--- src/rtl/sa_pkg.sv ---
// Shared types for the systolic-array op sequencer: FSM states, the
// {load,write} mode decode, and the mode-to-state mapping.
package sa_pkg;

  typedef enum logic [2:0] {
    ST_IDLE   = 3'd0,
    ST_WRITE  = 3'd1,
    ST_READ   = 3'd2,
    ST_LOAD   = 3'd3,
    ST_MATMUL = 3'd4,
    ST_DONE   = 3'd5
  } sa_state_e;

  // Encoded directly as {load, write}.
  typedef enum logic [1:0] {
    MODE_MATMUL = 2'b00,
    MODE_WRITE  = 2'b01,
    MODE_LOAD   = 2'b10,
    MODE_READ   = 2'b11
  } sa_mode_e;

  function automatic sa_state_e mode_to_state(input sa_mode_e m);
    sa_state_e s;
    case (m)
      MODE_LOAD:   s = ST_LOAD;
      MODE_WRITE:  s = ST_WRITE;
      MODE_READ:   s = ST_READ;
      MODE_MATMUL: s = ST_MATMUL;
      default:     s = ST_IDLE;
    endcase
    return s;
  endfunction

endpackage

--- src/rtl/sa_step_counter.sv ---
// Saturating phase step counter. Counts 0..limit-1 while enabled and
// holds at limit-1; terminal flags the final step of the phase.
module sa_step_counter #(
  parameter int CNT_W = 4
) (
  input  logic             clk,
  input  logic             rst,
  input  logic             clear,
  input  logic             enable,
  input  logic [CNT_W-1:0] limit,
  output logic [CNT_W-1:0] count,
  output logic             terminal
);

  logic [CNT_W-1:0] count_q;
  logic [CNT_W-1:0] count_d;

  // Terminal step of the current phase.
  always_comb begin
    terminal = (count_q == (limit - CNT_W'(1)));
  end

  // Next count: clear wins, increment stops at the terminal step.
  always_comb begin
    count_d = count_q;
    if (clear) begin
      count_d = '0;
    end else if (enable && !terminal) begin
      count_d = count_q + CNT_W'(1);
    end
  end

  // Count register with synchronous active-low reset.
  always_ff @(posedge clk) begin
    if (!rst) begin
      count_q <= '0;
    end else begin
      count_q <= count_d;
    end
  end

  assign count = count_q;

endmodule

--- src/rtl/sa_op_sequencer.sv ---
// Operation sequencer for an N x N systolic array. Decodes {load,write}
// into LOAD / WRITE / MATMUL / READ, times LOAD and MATMUL phases, parks
// in DONE after a phase, and raises a completion pulse plus sticky flag.
// Every output is a flop; output flops are loaded from the next-state
// values so they line up with the state register.
module sa_op_sequencer
  import sa_pkg::*;
#(
  parameter int N           = 3,
  parameter int LOAD_CYCLES = N * N,
  parameter int MM_CYCLES   = 24,
  parameter int CNT_W       = $clog2(((LOAD_CYCLES > MM_CYCLES) ? LOAD_CYCLES : MM_CYCLES) + 1)
) (
  input  logic             clk,
  input  logic             rst,
  input  logic             en,
  input  logic             load,
  input  logic             write,
  input  logic             irq_en,
  input  logic             irq_clr,
  output logic [2:0]       state,
  output logic [CNT_W-1:0] step_cnt,
  output logic             sa_load_en,
  output logic             sa_mm_en,
  output logic             sa_wr_en,
  output logic             sa_rd_en,
  output logic             busy,
  output logic             done_load,
  output logic             done_mm,
  output logic             int_to_ps,
  output logic             irq_status
);

  localparam logic [CNT_W-1:0] LOAD_LIMIT = CNT_W'(LOAD_CYCLES);
  localparam logic [CNT_W-1:0] MM_LIMIT   = CNT_W'(MM_CYCLES);

  sa_state_e state_q, state_d;
  sa_mode_e  op_q, op_d;
  sa_mode_e  mode;

  logic             cnt_clr;
  logic             cnt_inc;
  logic             cnt_term;
  logic [CNT_W-1:0] cnt_limit;

  logic sa_load_en_q, sa_load_en_d;
  logic sa_mm_en_q,   sa_mm_en_d;
  logic sa_wr_en_q,   sa_wr_en_d;
  logic sa_rd_en_q,   sa_rd_en_d;
  logic busy_q,       busy_d;
  logic done_load_q,  done_load_d;
  logic done_mm_q,    done_mm_d;
  logic int_to_ps_q,  int_to_ps_d;
  logic irq_status_q, irq_status_d;

  sa_step_counter #(
    .CNT_W (CNT_W)
  ) u_step_counter (
    .clk      (clk),
    .rst      (rst),
    .clear    (cnt_clr),
    .enable   (cnt_inc),
    .limit    (cnt_limit),
    .count    (step_cnt),
    .terminal (cnt_term)
  );

  // State, current/last op and output registers.
  always_ff @(posedge clk) begin
    if (!rst) begin
      state_q      <= ST_IDLE;
      op_q         <= MODE_MATMUL;
      sa_load_en_q <= 1'b0;
      sa_mm_en_q   <= 1'b0;
      sa_wr_en_q   <= 1'b0;
      sa_rd_en_q   <= 1'b0;
      busy_q       <= 1'b0;
      done_load_q  <= 1'b0;
      done_mm_q    <= 1'b0;
      int_to_ps_q  <= 1'b0;
      irq_status_q <= 1'b0;
    end else begin
      state_q      <= state_d;
      op_q         <= op_d;
      sa_load_en_q <= sa_load_en_d;
      sa_mm_en_q   <= sa_mm_en_d;
      sa_wr_en_q   <= sa_wr_en_d;
      sa_rd_en_q   <= sa_rd_en_d;
      busy_q       <= busy_d;
      done_load_q  <= done_load_d;
      done_mm_q    <= done_mm_d;
      int_to_ps_q  <= int_to_ps_d;
      irq_status_q <= irq_status_d;
    end
  end

  // Next state: enable gate, mode change restart, phase timing.
  always_comb begin
    mode      = sa_mode_e'({load, write});
    state_d   = state_q;
    op_d      = op_q;
    cnt_clr   = 1'b0;
    cnt_inc   = 1'b0;
    cnt_limit = (state_q == ST_MATMUL) ? MM_LIMIT : LOAD_LIMIT;
    if (!en) begin
      state_d = ST_IDLE;
      cnt_clr = 1'b1;
    end else if ((state_q == ST_IDLE) || (mode != op_q)) begin
      state_d = mode_to_state(mode);
      op_d    = mode;
      cnt_clr = 1'b1;
    end else begin
      case (state_q)
        ST_LOAD, ST_MATMUL: begin
          if (cnt_term) begin
            state_d = ST_DONE;
          end else begin
            cnt_inc = 1'b1;
          end
        end
        default: ;
      endcase
    end
  end

  // Output decode from the next state; the completion pulse is the
  // entry into DONE, and a completion set beats a same-cycle clear.
  always_comb begin
    sa_load_en_d = (state_d == ST_LOAD);
    sa_mm_en_d   = (state_d == ST_MATMUL);
    sa_wr_en_d   = (state_d == ST_WRITE);
    sa_rd_en_d   = (state_d == ST_READ);
    busy_d       = (state_d == ST_LOAD) || (state_d == ST_MATMUL);
    done_load_d  = (state_d == ST_DONE) && (op_d == MODE_LOAD);
    done_mm_d    = (state_d == ST_DONE) && (op_d == MODE_MATMUL);
    int_to_ps_d  = irq_en && (state_d == ST_DONE) && (state_q != ST_DONE);
    irq_status_d = irq_status_q;
    if (int_to_ps_d) begin
      irq_status_d = 1'b1;
    end else if (irq_clr) begin
      irq_status_d = 1'b0;
    end
  end

  assign state      = state_q;
  assign sa_load_en = sa_load_en_q;
  assign sa_mm_en   = sa_mm_en_q;
  assign sa_wr_en   = sa_wr_en_q;
  assign sa_rd_en   = sa_rd_en_q;
  assign busy       = busy_q;
  assign done_load  = done_load_q;
  assign done_mm    = done_mm_q;
  assign int_to_ps  = int_to_ps_q;
  assign irq_status = irq_status_q;

endmodule

--- config.mk ---
export PLATFORM = sky130hd
export DESIGN_NAME = sa_op_sequencer
export DESIGN_NICKNAME = d
export VERILOG_FILES = /design/src/rtl/sa_pkg.sv /design/src/rtl/sa_step_counter.sv /design/src/rtl/sa_op_sequencer.sv
export SDC_FILE = /design/constraint.sdc
export NUM_CORES = 1
export LEC_CHECK = 0
export BUFFER_PORTS_ARGS = -buffer_cell sky130_fd_sc_hd__buf_2
export CORE_MARGIN = 5
export CORE_UTILIZATION = 54
export CTS_CLUSTER_DIAMETER = 120
export DETAILED_ROUTE_END_ITERATION = 6
export HOLD_SLACK_MARGIN = 0.08
export PLACE_DENSITY = 0.81
export SYNTH_ARGS = -nofsm -noshare
export SYNTH_HDL_FRONTEND = slang
export SYNTH_SLANG_ARGS = --single-unit
--- constraint.sdc ---
create_clock -name clk -period 3.3 [get_ports clk]
set_input_delay 0.825 -clock clk [delete_from_list [all_inputs] [get_ports clk]]
set_output_delay 0.825 -clock clk [all_outputs]
set_load 0.01 [all_outputs]
==> results.md, run 1 <==
- Slew Limit Fails: 0
- Mapped Area: 913 sq um
- Number of distinct library cells after synthesis: 37
- Syn_nets: 103
- Die width: 51.1 microns
- Register area share after synthesis: 41.6%
- Critical Path RT: 3.54 ns
- Max stage delay cell, worst path: xnor2_1
- Adder-Cell Fraction of Synth Area: 5.48%
- Clock power frac: 27.5%
- ANT cells: 0
- Max-capacitance violation count: 0
- Fin area: 1080 sq um
- Synthesis warning total: 0
- P_sw: 0.107 mW
- Post-synthesis cell count: 92
- Net Sw Frac: 26.0%
- Setup CP Type: in2reg
- Mux contribution to synthesized area: 3.42%
- Worst-path clk slew: 0.10 ns
- CP startpoint kind: input port
- Post-Synth XOR/XNOR Area: 3.84%
- Status: completed
- Vias in the first global route: 764
- Final core occ: 69.0%
- Yosys reg bits: 19
- Leakage: 0.494 nW
- Root Driver: clkbuf_4
- Seq pwr share: 58.2%
- # port buffers: 23
- Remaining DRCs: 0
- Post-cts sizing count: 0
- Post-layout nets: 131
- Critical Path Fanout Max: 6
- Synth top area share: 41.6%
- Slowest stage delay, CP: 0.35 ns
- DR iter-0 viols: 11
- Worst hold path class: reg2reg
- Area post-placement: 1050 sq um
- Simple logic cell fraction of the synthesized area: 24.0%
- Clk_lat worst skew: 0.30 ns
- CTS tree: built
- Achievable clock frequency: 500 MHz
- HPWL after detailed placement: 1420 microns
- Flop-to-flop setup slack: 1.54 ns
- Die Area: 2610 sq um
- Max-slew headroom: 69.2%
- CP Cell Sequence: buf_2, xnor2_1, and3_1, nand3_1, a211oi_1, a31o_1
- Synthesis-to-finish area growth: 17.8%
- Initial Util: 58.6%
- Core area: 1560 sq um
- Most frequent cells in the layout: 23 x buf_2, 19 x dfxtp_1, 9 x nor2_1
- Post-layout min period: 2.00 ns
- DR vias: 725
- Cts hold-fix bufs: 0
- P_int: 0.305 mW
- Initial antenna violation count: 0
- Clock sinks: 19
- Top_reg_cell synth: dfxtp_1
- Synth Area in Compound Gates: 18.4%
- # setup viols final: 0
- Placer Congestion: 0.795
- First-pass GRT wire length: 3110 microns
- Gr usage total: 15.4%
- Fillers: 126
- Hold Violations, Final: 0
- Antenna Nets Post-Route: 0
- Comb power frac: 14.3%
- Largest net degree at the start of global routing: 12
- Site Rows: 14
- Main combinational cell family by area after synthesis: simple AND/OR/NAND/NOR gates
- Share of cells above drive strength 1: 31.9%
- CP bufs+invs: 1
- Worst Setup End Kind: register
- Largest buffer count on any clock path: 2
- Worst-Margin Slew: 0.460 ns
- Chip height: 51.1 microns
- Most common cell after layout, fill and taps aside: buf_2
- Cell taking the most area after synthesis: dfxtp_1
- # H-tree levels: 1
- RSZ-0062 raised after global routing: false
- Final wirelength: 1780 microns
- Vias per std cell: 5.37
- First-pass DRT Iterations: 4
- Top Ports: 24
- Avg Inst Size Synth: 9.93 sq um
- Pwr/cell area: 383 nW/um^2
- Crit share post-route: 60.7%
- Worst VDD drop: 0.294 mV
- Total gr overflow: 0
- Top cells by area, synth: dfxtp_1 42%, ha_1 5.5%, nor2_1 3.7%
- Number of synthesized flops with an enable pin: 0
- Clock Skews: 0.00567 ns
- Drt wl/cell: 13.2 microns
- Synth async-reset ratio: 0%
- Postcts setup bufs: 0
- Family with the most delay on the worst path: simple AND/OR/NAND/NOR gates
- TritonCTS Buffers: 3
- Sum Neg Setup Slack: 0 ns
- Critical Path AT: 2.25 ns
-- final cells by class --
class                      count  area (sq um)  share of cell area, %
sequential                    19           380                   35.3
tap                           16          20.0                   1.86
clock buffer                   3          22.5                   2.09
timing repair buffer          23           115                   10.7
multi-input combinational     65           503                   46.7
clock inverter                 1          5.00                  0.465
inverter                       8          30.0                   2.79
-- cell usage after synthesis, drive strengths merged (2+ instances only) --
master and instances:
ha 4, nor2b 3, mux2i 2, nor2 9, dfxtp 19, and3 2, nand4 2, nand3 2
and2 3, xnor2 3, o2bb2ai 2, nand2 6, nand3b 2, a31oi 2, nor3 3, inv 8
a211oi 2, nand2b 2
-- power groups by stage --
| stage | Clock (mW) | Combinational, mW | Sequential (mW) |
|---|---|---|---|
| 3_3_place_gp | 0 | 0.0567 | 0.245 |
| 2_1_floorplan | 0 | 0.0380 | 0.247 |
| 6_report | 0.113 | 0.0589 | 0.240 |
| 5_1_grt | 0.129 | 0.0651 | 0.241 |
| 4_1_cts | 0.119 | 0.0596 | 0.240 |
| 3_5_place_dp | 0 | 0.0588 | 0.245 |
-- per-stage QoR --
step           power, mW  setup slack, ns  hold WS [ns]  cells
2_1_floorplan      0.285             1.34         0.497     92
3_3_place_gp       0.302             1.10         0.460    131
3_5_place_dp       0.304             1.02         0.474    131
4_1_cts            0.419             1.33         0.491    135
5_1_grt            0.435             1.22         0.532    135
6_report           0.412             1.30         0.486    135
-- cells by family (layout without fill, tap and decap cells) --
logic type | Yosys count | in the layout
compound gates | 17 | 17
xor+xnor | 4 | 4
fa+ha+maj | 4 | 4
buf+inv | 8 | 35
flops | 19 | 19
mux | 3 | 3
simple gates | 37 | 37
-- path summary, 6_finish.rpt --
kind                            from                       to  cells after the start
max                            write  u_step_counter.count[2]                      6
min                       irq_status               irq_status                      2
max reg2reg  u_step_counter.count[0]  u_step_counter.count[2]                      5
min reg2reg               irq_status               irq_status                      2
-- per-layer routing --
metal / global-route usage, % / part of all wire [%]
met5: 0 / 0
met4: 3.59 / 0.67
met3: 5.52 / 7.2
met2: 26.8 / 49
met1: 18.0 / 43
-- state kept, by name (all words and copies together), names as in the netlist --
| register | flops |
|---|---|
| u_step_counter.count | 5 |
| state | 3 |
| op_q | 2 |
| busy | 1 |
| done_load | 1 |
| done_mm | 1 |
| int_to_ps | 1 |
| irq_status | 1 |
| sa_load_en | 1 |
| sa_mm_en | 1 |
| sa_rd_en | 1 |
| sa_wr_en | 1 |
-- worst reg2reg max path, delay by kind of cell (launching register included) --
kind	cells	cell delay, ns
simple gates	1	0.25
compound gates	4	1.05
flops	1	0.37
Power figures use the tool's default switching activity.
==> run 2: changes to the inputs <==
CORE_UTILIZATION = 45   (was 54)
PLACE_DENSITY = 0.72   (was 0.81)
clock period = 1.65 ns   (was 3.3 ns; I/O delays follow)
==> run 2 against run 1 <==
  * Count of clock-buffer cells in the layout did not move
  * Critical path depth did not move
  * Sequential power rose by 98%
  * Sequential cell count did not move
  * Die area rose by 16%
  * Worst setup slack got worse by 1.3 ns
  * Power rose by 110%
  * Wire length rose by 19%
  * Utilization fell by 4.0 points
  * Via count rose by 11%
  * Final area rose by 17%
  * Hold slack got worse by 0.14 ns
  * Critical endpoint is now done_mm
  * Largest cell class unchanged
  * Largest power group unchanged
==> results.md, run 2 (same netlist as run 1, synthesis figures left out) <==
- Vias per std cell: 5.01 (was 5.37)
- First-pass GRT wire length: 3190 microns (was 3110 microns)
- Clk_lat worst skew: 0.30 ns (about the same)
- # setup viols final: 0 (unchanged)
- Clock Skews: 0.00142 ns (was 0.00567 ns)
- DP Worst Slack: -0.208 ns (was 1.02 ns)
- # H-tree levels: 1 (unchanged)
- CTS tree: built (unchanged)
- Hold Violations, Final: 0 (unchanged)
- Status: completed (unchanged)
- Die Area: 3030 sq um (was 2610 sq um)
- Worst VDD drop: 0.686 mV (was 0.294 mV)
- Area post-placement: 1160 sq um (was 1050 sq um)
- Antenna Nets Post-Route: 0 (unchanged)
- Drt wl/cell: 13.1 microns (was 13.2 microns)
- Share of cells above drive strength 1: 43.3% (was 31.9%)
- Critical Path RT: 1.89 ns (was 3.54 ns)
- Flop-to-flop setup slack: 0.03 ns (was 1.54 ns)
- Initial antenna violation count: 0 (unchanged)
- Vias in the first global route: 775 (was 764)
- ANT cells: 0 (unchanged)
- Crit share post-route: 98.1%
- Max-capacitance violation count: 0 (unchanged)
- Setup CP Type: reg2reg (was in2reg)
- Pwr/cell area: 691 nW/um^2 (was 383 nW/um^2)
- Final core occ: 65.0% (was 69.0%)
- Sum Neg Setup Slack: 0 ns (unchanged)
- Fillers: 163 (was 126)
- RSZ-0062 raised after global routing: true (was false)
- Max-slew headroom: 73.2% (was 69.2%)
- DR iter-0 viols: 9 (was 11)
- Placer Congestion: 0.790 (was 0.795)
- Leakage: 0.586 nW (was 0.494 nW)
- Post-layout min period: 1.62 ns
- Largest net degree at the start of global routing: 12 (unchanged)
- TritonCTS Buffers: 3 (unchanged)
- Die width: 55.1 microns (was 51.1 microns)
- Achievable clock frequency: 618 MHz
- Largest buffer count on any clock path: 2 (unchanged)
- Critical Path Fanout Max: 4 (was 6)
- Worst hold path class: in2reg (was reg2reg)
- Worst-Margin Slew: 0.400 ns (was 0.460 ns)
- Top Ports: 24 (unchanged)
- Root Driver: clkbuf_4 (unchanged)
- Most frequent cells in the layout: 23 x buf_2, 18 x dfxtp_1, 13 x buf_4 (was 23 x buf_2, 19 x dfxtp_1, 9 x nor2_1)
- Remaining DRCs: 0 (unchanged)
- Fin area: 1260 sq um (was 1080 sq um)
- First-pass DRT Iterations: 4 (unchanged)
- Total gr overflow: 0 (unchanged)
- Most common cell after layout, fill and taps aside: buf_2 (unchanged)
- # port buffers: 23 (unchanged)
- Clock sinks: 19 (unchanged)
- DR vias: 807 (was 725)
- Chip height: 55.1 microns (was 51.1 microns)
- HPWL after detailed placement: 1630 microns (was 1420 microns)
- Site Rows: 16 (was 14)
- Slew Limit Fails: 0 (unchanged)
- Critical Path AT: 1.86 ns (was 2.25 ns)
- Final worst setup slack: 0.0315 ns (was 1.30 ns)
- Synthesis-to-finish area growth: 38.2% (was 17.8%)
- Max reg flops: 5 (unchanged)
- Core area: 1940 sq um (was 1560 sq um)
- Worst-path clk slew: 0.11 ns (was 0.10 ns)
- Final wirelength: 2120 microns (was 1780 microns)
- Initial Util: 47.0% (was 58.6%)
- Worst Setup End Kind: register (unchanged)
- Gr usage total: 15.2% (was 15.4%)
- CP startpoint kind: register (was input port)
- Post-layout nets: 146 (was 131)
==> run 2: routing by layer <==
layer | vias to the layer above | global-route usage, % | wire length (microns)
li1 | 411 | - | -
met1 | 367 | 17.4 | 912
met2 | 22 | 25.4 | 1020
met3 | 7 | 3.49 | 114
met4 | 0 | 9.72 | 72
met5 | - | 0 | 0
==> run 2: where the power goes <==
part	total, mW	internal [mW]	switching, mW
Combinational	0.161	0.0759	0.0853
Clock	0.236	0.0905	0.145
Sequential	0.475	0.471	0.00494
Total	0.872	0.637	0.235
==> run 2: what timing repair did <==
| action | in CTS | in global routing |
|---|---|---|
| setup buffers | 1 | 1 |
| pin swaps | 1 | 3 |
| hold buffers | 0 | 0 |
| endpoints found under the setup margin | 7 | 12 |
| gates resized for setup | 3 | 7 |
==> run 2: cell type report <==
class	count	area, sq um	area share [%]
Inverter	8	30.0	2.38
Clock inverter	1	5.00	0.396
Timing Repair Buffer	38	235	18.6
Multi-Input combinational cell	65	554	43.9
Sequential cell	19	382	30.2
Clock buffer	3	22.5	1.78
Tap cell	27	33.8	2.68
==> run 2: final timing paths <==
check	from	to	depth (start not counted)
worst max-delay path	u_step_counter.count[0]	done_mm	6
worst max register to register	u_step_counter.count[0]	done_mm	6
worst min-delay path	irq_en	int_to_ps	3
worst min register to register	irq_status	irq_status	2
==> run 2: worst max-delay path: stages, from the launching register on <==
cell and delay, ns:
dfxtp_1 0.32, buf_4 0.14, nor2_1 0.22, nand4_1 0.18
a32oi_2 0.34, nand4_4 0.18, nor3_2 0.18
==> run 2: per-stage QoR <==
stage | hold slack, ns | power (mW) | cells
global placement | 0.463 | 0.622 | 155
detailed placement | 0.469 | 0.628 | 155
CTS | 0.335 | 0.870 | 160
floorplan | 0.497 | 0.570 | 92
global route | 0.351 | 0.919 | 161
finish | 0.344 | 0.872 | 161
